<file path="src/rtl/dragon_body.sv">
// Trail of body segments that follows the dragon head one tile step behind.
// Tracks visible length, and answers registered occupancy/self-collision queries.
module dragon_body #(
  parameter int unsigned MAX_SEGMENTS = 8,
  parameter int unsigned INIT_LENGTH  = 3,
  parameter logic [7:0]  RESET_POS    = 8'h00
) (
  input  logic                      i_clk,
  input  logic                      i_reset,
  input  logic [7:0]                i_head_pos,
  input  logic [1:0]                i_head_dir,
  input  logic                      i_grow,
  input  logic                      i_shrink,
  input  logic [7:0]                i_query_pos,
  output logic [8*MAX_SEGMENTS-1:0] o_seg_pos,
  output logic [2*MAX_SEGMENTS-1:0] o_seg_dir,
  output logic [MAX_SEGMENTS-1:0]   o_seg_active,
  output logic [3:0]                o_length,
  output logic                      o_body_full,
  output logic                      o_body_empty,
  output logic                      o_move_event,
  output logic                      o_query_hit,
  output logic [3:0]                o_query_index,
  output logic                      o_head_overlap
);

  localparam logic [3:0] MaxLen  = 4'(MAX_SEGMENTS);
  localparam logic [3:0] InitLen = 4'(INIT_LENGTH);

  logic [7:0] r_slot [MAX_SEGMENTS];
  logic [1:0] r_dir  [MAX_SEGMENTS];
  logic [7:0] r_prev_head;
  logic [1:0] r_prev_dir;
  logic [3:0] r_length;
  logic       r_move_event;
  logic       r_query_hit;
  logic [3:0] r_query_index;
  logic       r_head_overlap;

  logic                    w_move;
  logic [3:0]              w_length_d;
  logic [MAX_SEGMENTS-1:0] w_active;
  logic                    w_query_hit;
  logic [3:0]              w_query_index;
  logic                    w_head_overlap;

  assign w_move = (i_head_pos != r_prev_head);

  always_comb begin
    w_length_d = r_length;
    if (i_grow && !i_shrink && (r_length != MaxLen)) begin
      w_length_d = r_length + 4'd1;
    end else if (i_shrink && !i_grow && (r_length != 4'd0)) begin
      w_length_d = r_length - 4'd1;
    end
  end

  always_comb begin
    w_active = '0;
    for (int i = 0; i < MAX_SEGMENTS; i++) begin
      w_active[i] = (4'(i) < r_length);
    end
  end

  // Descending scan so the lowest matching slot is the last one written.
  always_comb begin
    w_query_hit    = 1'b0;
    w_query_index  = 4'd0;
    w_head_overlap = 1'b0;
    for (int i = MAX_SEGMENTS - 1; i >= 0; i--) begin
      if (w_active[i] && (r_slot[i] == i_query_pos)) begin
        w_query_hit   = 1'b1;
        w_query_index = 4'(i);
      end
      if (w_active[i] && (r_slot[i] == i_head_pos)) begin
        w_head_overlap = 1'b1;
      end
    end
  end

  always_ff @(posedge i_clk or posedge i_reset) begin
    if (i_reset) begin
      for (int i = 0; i < MAX_SEGMENTS; i++) begin
        r_slot[i] <= RESET_POS;
        r_dir[i]  <= 2'b00;
      end
      r_prev_head    <= RESET_POS;
      r_prev_dir     <= 2'b00;
      r_length       <= InitLen;
      r_move_event   <= 1'b0;
      r_query_hit    <= 1'b0;
      r_query_index  <= 4'd0;
      r_head_overlap <= 1'b0;
    end else begin
      r_prev_head    <= i_head_pos;
      r_prev_dir     <= i_head_dir;
      r_length       <= w_length_d;
      r_move_event   <= w_move;
      r_query_hit    <= w_query_hit;
      r_query_index  <= w_query_index;
      r_head_overlap <= w_head_overlap;
      // Every slot shifts, active or not, so regrowth reveals real history.
      if (w_move) begin
        r_slot[0] <= r_prev_head;
        r_dir[0]  <= r_prev_dir;
        for (int i = 1; i < MAX_SEGMENTS; i++) begin
          r_slot[i] <= r_slot[i-1];
          r_dir[i]  <= r_dir[i-1];
        end
      end
    end
  end

  for (genvar g = 0; g < MAX_SEGMENTS; g++) begin : g_pack
    assign o_seg_pos[8*g +: 8] = r_slot[g];
    assign o_seg_dir[2*g +: 2] = r_dir[g];
  end

  assign o_seg_active   = w_active;
  assign o_length       = r_length;
  assign o_body_full    = (r_length == MaxLen);
  assign o_body_empty   = (r_length == 4'd0);
  assign o_move_event   = r_move_event;
  assign o_query_hit    = r_query_hit;
  assign o_query_index  = r_query_index;
  assign o_head_overlap = r_head_overlap;

endmodule

</file>
<file path="config.mk">
export PLATFORM = sky130hd
export DESIGN_NAME = dragon_body
export DESIGN_NICKNAME = d
export VERILOG_FILES = /design/src/rtl/dragon_body.sv
export SDC_FILE = /design/constraint.sdc
export NUM_CORES = 1
export LEC_CHECK = 0
export ABC_AREA = 1
export ABC_CLOCK_PERIOD_IN_PS = 3810
export CORE_MARGIN = 4
export CORE_UTILIZATION = 45
export DETAILED_ROUTE_END_ITERATION = 7
export PLACE_DENSITY = 0.75
export SLEW_MARGIN = 10
export SYNTH_ARGS = -nofsm -noshare
export SYNTH_HDL_FRONTEND = slang
export SYNTH_SLANG_ARGS = --single-unit
export TNS_END_PERCENT = 1
</file>
<file path="constraint.sdc">
create_clock -name i_clk -period 3.81 [get_ports i_clk]
set_clock_uncertainty 0.1 [all_clocks]
set_input_delay 1.143 -clock i_clk [delete_from_list [all_inputs] [get_ports i_clk]]
set_output_delay 1.143 -clock i_clk [all_outputs]
set_load 0.01 [all_outputs]
</file>
Yosys cells after proc, flatten, opt, wreduce, memory -nomap -nowiden --
Cells that the tools add are included.
Storage, ports and cells: word-level logic and storage cells 103, output and inout bits 101, bits of input ports 22, flip-flop bits (word level) 101
Cells by class: $add $sub $neg 2, eq/ne operators 19, mux-type cells 26, $lt $le $gt $ge 8, reduce and logical (&&, ||, !) cells 25
Operators by type and width (count):
- equality test 8 bit | 16
- two-way mux 4 bit | 9
- logical AND 1 bit | 20
- less-than comparator 3 x 4 -> 1 bit, first input constant | 4
- two-way mux 1 bit | 16
- less-than comparator 1 x 4 -> 1 bit, first input constant | 2
- less-than comparator 2 x 4 -> 1 bit, first input constant | 2
- inequality test 8 bit | 1
- adder 4 x 1 -> 4 bit, second input constant | 1
- equality test 4 bit, second input constant | 1
- logical NOT 4 bit | 1
- inequality test 4 bit, second input constant | 1
- nonzero test 4 bit | 1
- subtractor 4 x 1 -> 4 bit, second input constant | 1
- two-way mux 3 bit | 1
- logical NOT 1 bit | 2
- nonzero test 2 bit | 1

Longest topological paths before layout --
Gate-level depths: netlist of run 1.
depth in word-level cells 10, gate-level depth with buffers 13

Least setup slack after synthesis of run 1 --
Ideal clock, no wire load.
path type register to output, from reg r_length[0] (netlist: o_length[0]), to out o_seg_active[1], cell stages (with the launch flop) 6, arrival 1.341 ns, path buffers 0, path slack 1.226 ns, data required time 2.567 ns, cells stage by stage dfstp_2 -> inv_1 -> ha_1 -> inv_1 -> nor2_2 -> a31oi_1
On the way: cells in the longest elaborated chain, start to end 1
RTL lines:
- start: declaration | RTL line 34 | logic [3:0] r_length;
- start signal: assignment | RTL line 89 | r_length <= InitLen;
- start signal: assignment | RTL line 97 | r_length <= w_length_d;
- less-than comparator 1 x 4 -> 1 bit | RTL line 61 | w_active[i] = (4'(i) < r_length);
- end: declaration | RTL line 17 | output logic [MAX_SEGMENTS-1:0] o_seg_active,
Every way passes these cells.

Final worst setup path of run 1 --
Ends and elaborated chain as after synthesis.

==> results.py, run 1 <==
metrics = {
    "global_routing": {
        "antenna_found_initial": 0,
        "grt_overflow": 0,
        "grt_pass1_vias": 5042,
        "grt_first_pass_wirelength_um": 26300,
        "grtUsageTotal_pct": 22.9,
        "grt_max_degree": 103,
    },
    "power": {
        "p_int_mw": 2.13,
        "power_switching_share_pct": 32.2,
        "p_comb_share_pct": 28.6,
        "pwr_density_cell_mw_per_mm2": 432,
        "peakVddDrop_mv": 0.234,
        "p_leak_nw": 3.56,
        "power_frac_seq_pct": 41.3,
        "p_clk_share_pct": 30.1,
        "p_sw_mw": 1.01,
    },
    "setup_path": {
        "cp.arrival_ns": 2.44,
        "ff2ff_setup_slack_ns": 1.74,
        "r2r_end": "o_query_index[1]$_DFF_PP0_",
        "cp_max_fo": 7,
        "critPathCaptureType": "output port",
        "worstSetupStartpointType": "flip-flop",
        "cp_num_buf_inv": 3,
        "cp.depth": 6,
        "cp_cell_sequence": "inv_1 -> ha_1 -> inv_1 -> nor2_2 -> a31oi_1 -> clkdlybuf4s50_1",
        "cp_common_cell": "inv_1",
        "timing.rr.start": "o_length[0]$_DFFE_PP1P_",
        "crit_type": "flip-flop to output port",
        "cpLargestDelayFamily": "buffers and inverters",
        "r2r_cells": 8,
        "worstPathRequired_ns": 2.57,
        "cp_slowest_cell": "clkdlybuf4s50_1",
        "slowest_delay_ns": 0.63,
    },
    "route": {
        "drt_iter0_markers": 433,
        "drc": 0,
        "first_pass_iters": 5,
        "avgViaCountPerCell": 5.19,
        "vias": 5233,
        "wl_per_cell_um": 16.0,
        "drtAntennaViolNets": 0,
        "wl_um": 16200,
    },
    "clocking": {
        "clk_pin_slew_worst_paths_ns": 0.07,
        "clkLatencyLatePin_ns": 0.35,
        "clock_path_buffers": 2,
        "cts_buffers": 9,
        "cts_tree": "yes",
        "hold_buffers": 0,
        "htreeDepth": 3,
        "ctsRootBufferMaster": "clkbuf_16",
        "cts_resized": 0,
        "cts_sinks": 100,
        "post_cts_buffers": 0,
    },
    "floorplanning": {
        "core_mm2": 0.0122,
        "start_util_pct": 46.5,
        "row_count": 40,
        "pin_count": 123,
        "dieArea_mm2": 0.0144,
        "die_height_um": 120,
        "dieWidth_um": 120,
    },
    "placed_design": {
        "dp.cells": 993,
        "post-dp-hpwl_um": 12200,
        "portBuffers": 121,
        "gp_routability_congestion": 0.980,
        "dp_slack_ns": 0.503,
    },
    "sta": {
        "maxSlewHeadroom_pct": 40.0,
        "min_period_over_period_pct": 96.8,
        "final-max-slew-violation-count": 0,
        "period_minus_slack_ns": 3.69,
        "hold_violations": 0,
        "rsz0062_at_grt": "no",
        "setup_viol": 0,
        "worst_pin_slew_ns": 0.899,
        "max_freq_ghz": 0.271,
        "tns_ns": 0,
        "final.setup.worst_slack_ns": 0.123,
    },
    "yosys": {
        "syn_inst": 723,
        "synth_nets": 749,
        "syn_area_per_cell_um2": 7.82,
        "ys_seq_elements": 100,
        "yosysWarningCount": 0,
        "syn_area_mm2": 0.00566,
        "ys.flop_type": "dfrtp_1",
        "synth_cell_types": 34,
        "synthArstFlopShare_pct": 100,
        "ys_seq_area_share_pct": 44.3,
        "synth_edf_count": 0,
    },
    "finish": {
        "final_cell_mix": "nand2_1, clkdlybuf4s50_1, dfrtp_1",
        "final_nets": 862,
        "insertedDiodeCount": 0,
        "final_common_cell": "nand2_1",
        "area_growth_pct": 28.7,
        "drive_above_1_share_pct": 5.11,
        "stdcell_count": 1009,
    },
    "worst_hold_path": {
        "hold_class": "flip-flop to flip-flop",
        "min_to": "o_seg_dir[0]$_DFFE_PP0P_",
        "worstHoldStart": "r_prev_dir[0]$_DFF_PP0_",
        "worstHoldPathCells": 2,
    },
    "job": {
        "maxCapViolations": 0,
    },
    "outcome": {
        "outcome": "completed",
    },
}
[synth_stat cells, drive strengths merged, types with 2 or more instances]
master / number / share of area, %
nor4: 15 / 1.9
nand4: 22 / 2.4
nor3: 15 / 1.3
xor2: 54 / 8.4
dfrtp: 98 / 43
buf: 30 / 4.0
a211oi: 2 / 0.27
ha: 4 / 0.88
a21oi: 28 / 2.7
clkbuf: 6 / 0.40
o22ai: 10 / 1.1
o21ai: 63 / 5.6
o31ai: 2 / 0.27
dfstp: 2 / 0.93
nand3: 14 / 1.2
nand2: 196 / 13
xnor2: 10 / 1.5
nor2: 60 / 4.0
inv: 84 / 5.6
[flip-flops by register name, indices dropped and copies added (netlist names)]
signal and cells:
o_head_overlap 1, o_length 4, o_move_event 1, o_query_hit 1, o_query_index 3, o_seg_dir 16, o_seg_pos 64, r_prev_dir 2
r_prev_head 8
[area by class of cell]
class / count / area, µm²
Clock inverter: 4 / 47.5
Fill cell: 1117 / 4880
Timing Repair Buffer: 138 / 1350
Sequential cell: 100 / 2500
Tap cell: 168 / 210
Multi-Input combinational cell: 503 / 2590
Inverter: 84 / 319
Clock buffer: 12 / 256
[worst reg2reg max path, delay by kind of cell (launching register included)]
kind            cells  cell delay (ns)
flops               1             0.61
simple gates        3             0.44
compound gates      2             0.43
buf+inv             2             0.20
fa+ha+maj           1             0.19
[how the worst max path moves through the flow]
stage | from | to
after CTS | o_length[0]$_DFFE_PP1P_ | o_seg_active[1]
final | o_length[0]$_DFFE_PP1P_ | o_seg_active[1]
after global placement | o_length[0]$_DFFE_PP1P_ | o_seg_active[1]
after floorplan | o_length[0]$_DFFE_PP1P_ | o_seg_active[1]
after detailed placement | o_length[0]$_DFFE_PP1P_ | o_seg_active[1]
after global routing | o_length[0]$_DFFE_PP1P_ | o_seg_active[1]
[metrics by stage]
| stage | instance area [µm²] | hold WS (ns) | total power [mW] | util, % |
|---|---|---|---|---|
| after global routing | 7280 | 0.414 | 3.30 | 59.8 |
| after global placement | 6970 | 0.332 | 2.20 | 57.3 |
| after CTS | 7280 | 0.372 | 3.15 | 59.8 |
| after floorplan | 5660 | 0.330 | 1.76 | - |
| after detailed placement | 6970 | 0.347 | 2.21 | 57.3 |
| final | 7280 | 0.364 | 3.14 | 59.8 |
[power by group through the flow]
stage	registers, mW	clock network (mW)	logic, mW
6_report	1.30	0.945	0.898
5_1_grt	1.32	0.999	0.983
4_1_cts	1.30	0.959	0.898
3_5_place_dp	1.31	0	0.894
3_3_place_gp	1.32	0	0.886
2_1_floorplan	1.31	0	0.445
[cells by family after synthesis]
kind of cell / after synthesis / share of synthesized area (%)
compound gates: 109 / 10.5
xor+xnor: 64 / 9.91
fa+ha+maj: 4 / 0.885
buf+inv: 120 / 10.0
flops: 100 / 44.3
other cells: 1 / 0.0663
simple gates: 325 / 24.3
[layer usage]
metal	share of wire, %	global-route usage, %	up-vias	wire length, µm
li1	-	-	2531	-
met1	43	31.7	2444	7000
met2	46	36.1	233	7430
met3	9.3	6.17	25	1510
met4	1.5	5.30	0	249
met5	0	0	-	0
Power figures use the tool's default switching activity.
==> run 2, diff against run 1 <==
Settings changed: CORE_ASPECT_RATIO from default to 0.7, CORE_MARGIN 4 to 8, SETUP_SLACK_MARGIN from default to 0.15.
==> results.py, run 2 (synthesis results as in run 1) <==
metrics = {
    "floorplanning": {
        "dieWidth_um": 150,
        "row_count": 34,
        "die_height_um": 110,
        "core_mm2": 0.0123,
        "pin_count": 123,
        "dieArea_mm2": 0.0165,
        "start_util_pct": 45.8,
    },
    "sta": {
        "setup_viol": 0,
        "worst_pin_slew_ns": 0.546,
        "max_freq_ghz": 0.283,
        "hold_violations": 0,
        "period_minus_slack_ns": 3.54,
        "final-max-slew-violation-count": 0,
        "tns_ns": 0,
        "min_period_over_period_pct": 92.8,
        "rsz0062_at_grt": "no",
        "maxSlewHeadroom_pct": 63.2,
    },
    "route": {
        "drc": 0,
        "vias": 5275,
        "drtAntennaViolNets": 0,
        "wl_um": 17700,
        "wl_per_cell_um": 17.7,
        "avgViaCountPerCell": 5.28,
        "first_pass_iters": 5,
        "drt_iter0_markers": 510,
    },
    "global_routing": {
        "antenna_found_initial": 0,
        "grtUsageTotal_pct": 21.9,
        "grt_first_pass_wirelength_um": 27900,
        "grt_max_degree": 68,
        "grt_pass1_vias": 4929,
        "grt_overflow": 0,
    },
    "worst_hold_path": {
        "worstHoldPathCells": 2,
        "min_to": "o_seg_dir[0]$_DFFE_PP0P_",
        "hold_class": "flip-flop to flip-flop",
        "worstHoldStart": "r_prev_dir[0]$_DFF_PP0_",
    },
    "power": {
        "p_leak_nw": 3.56,
        "peakVddDrop_mv": 0.394,
        "pwr_density_cell_mw_per_mm2": 439,
        "finalPower_mw": 3.20,
    },
    "placed_design": {
        "post-dp-hpwl_um": 13300,
        "portBuffers": 121,
        "gp_routability_congestion": 0.887,
    },
    "setup_path": {
        "r2r_end": "o_query_index[2]$_DFF_PP0_",
        "worstSetupStartpointType": "flip-flop",
        "worstPathRequired_ns": 2.57,
        "critPathCaptureType": "output port",
        "timing.rr.start": "o_length[0]$_DFFE_PP1P_",
        "r2r_cells": 9,
        "cp_max_fo": 6,
        "ff2ff_setup_slack_ns": 1.64,
        "cp.arrival_ns": 2.29,
        "crit_type": "flip-flop to output port",
    },
    "finish": {
        "final_cell_mix": "nand2_1, clkdlybuf4s50_1, dfrtp_1",
        "final_nets": 859,
        "largest_reg_flops": 64,
        "final_util_pct": 59.1,
        "drive_above_1_share_pct": 5.13,
        "fill_cells": 1127,
        "area_growth_pct": 28.9,
        "final_common_cell": "nand2_1",
        "insertedDiodeCount": 0,
    },
    "job": {
        "maxCapViolations": 0,
    },
    "clocking": {
        "cts_tree": "yes",
        "clk_pin_slew_worst_paths_ns": 0.07,
        "ctsRootBufferMaster": "clkbuf_16",
        "cts_buffers": 9,
        "cts_sinks": 100,
        "clock_path_buffers": 2,
        "clkLatencyLatePin_ns": 0.35,
        "post_cts_buffers": 0,
        "htreeDepth": 3,
    },
    "outcome": {
        "outcome": "completed",
    },
}
## run 2: cell count changes in the layout (fill, tap and decap cells not counted), sizes merged
cell    before  now
clkbuf      12   10
inv         83   85
buf         17   14
## run 2: cell type report
cell class                 count  area [µm²]  share of cell area [%]
clock buffer                  10         239                    3.28
clock inverter                 6        71.3                   0.979
inverter                      84         319                    4.38
multi-input combinational    503        2600                    35.6
sequential                   100        2500                    34.4
tap                          162         203                    2.78
timing repair buffer         135        1350                    18.6
## run 2: power breakdown
group          switching [mW]  internal, mW
logic                   0.509         0.427
registers               0.141          1.16
clock network           0.429         0.535
total                    1.08          2.12
## run 2: worst max path at each step
stage / from / end / slack (ns) / depth (start not counted)
CTS: o_length[3]$_DFFE_PP0P_ / o_seg_active[1] / 0.21 / 5
floorplan: o_length[0]$_DFFE_PP1P_ / o_seg_active[1] / 1.23 / 5
finish: o_length[3]$_DFFE_PP0P_ / o_seg_active[1] / 0.27 / 5
detailed placement: o_length[3]$_DFFE_PP0P_ / o_seg_active[1] / 0.51 / 5
global placement: i_query_pos[5] / o_query_index[2]$_DFF_PP0_ / 0.53 / 9
global route: o_length[0]$_DFFE_PP1P_ / o_seg_active[1] / 0.15 / 6
## run 2: metrics by stage
stage	cell area (µm²)	cells	worst slack [ns]	hold WS, ns
3_3_place_gp	6970	984	0.529	0.334
2_1_floorplan	5660	723	1.23	0.330
5_1_grt	7290	1000	0.153	0.385
4_1_cts	7290	1000	0.213	0.363
3_5_place_dp	6970	984	0.507	0.342
6_report	7290	1000	0.274	0.360
## run 2: metal layers
| metal | vias to the layer above | wire length (µm) | global-route usage (%) |
|---|---|---|---|
| li1 | 2535 | - | - |
| met1 | 2464 | 8330 | 32.6 |
| met2 | 256 | 7140 | 29.8 |
| met3 | 20 | 2010 | 7.44 |
| met4 | 0 | 218 | 4.55 |
| met5 | - | 0 | 0 |
## run 2: repair_timing
item,in CTS,in global routing
hold buffers,0,0
resized for setup,1,1
hold endpoints to repair,0,0
endpoints found under the setup margin,1,2
## run 2: critical path: stages (launching register included)
cell             delay [ns]
dfrtp_1                0.52
inv_1                  0.24
nand2_2                0.22
nor2_2                 0.10
a31oi_2                0.26
clkdlybuf4s50_1        0.60
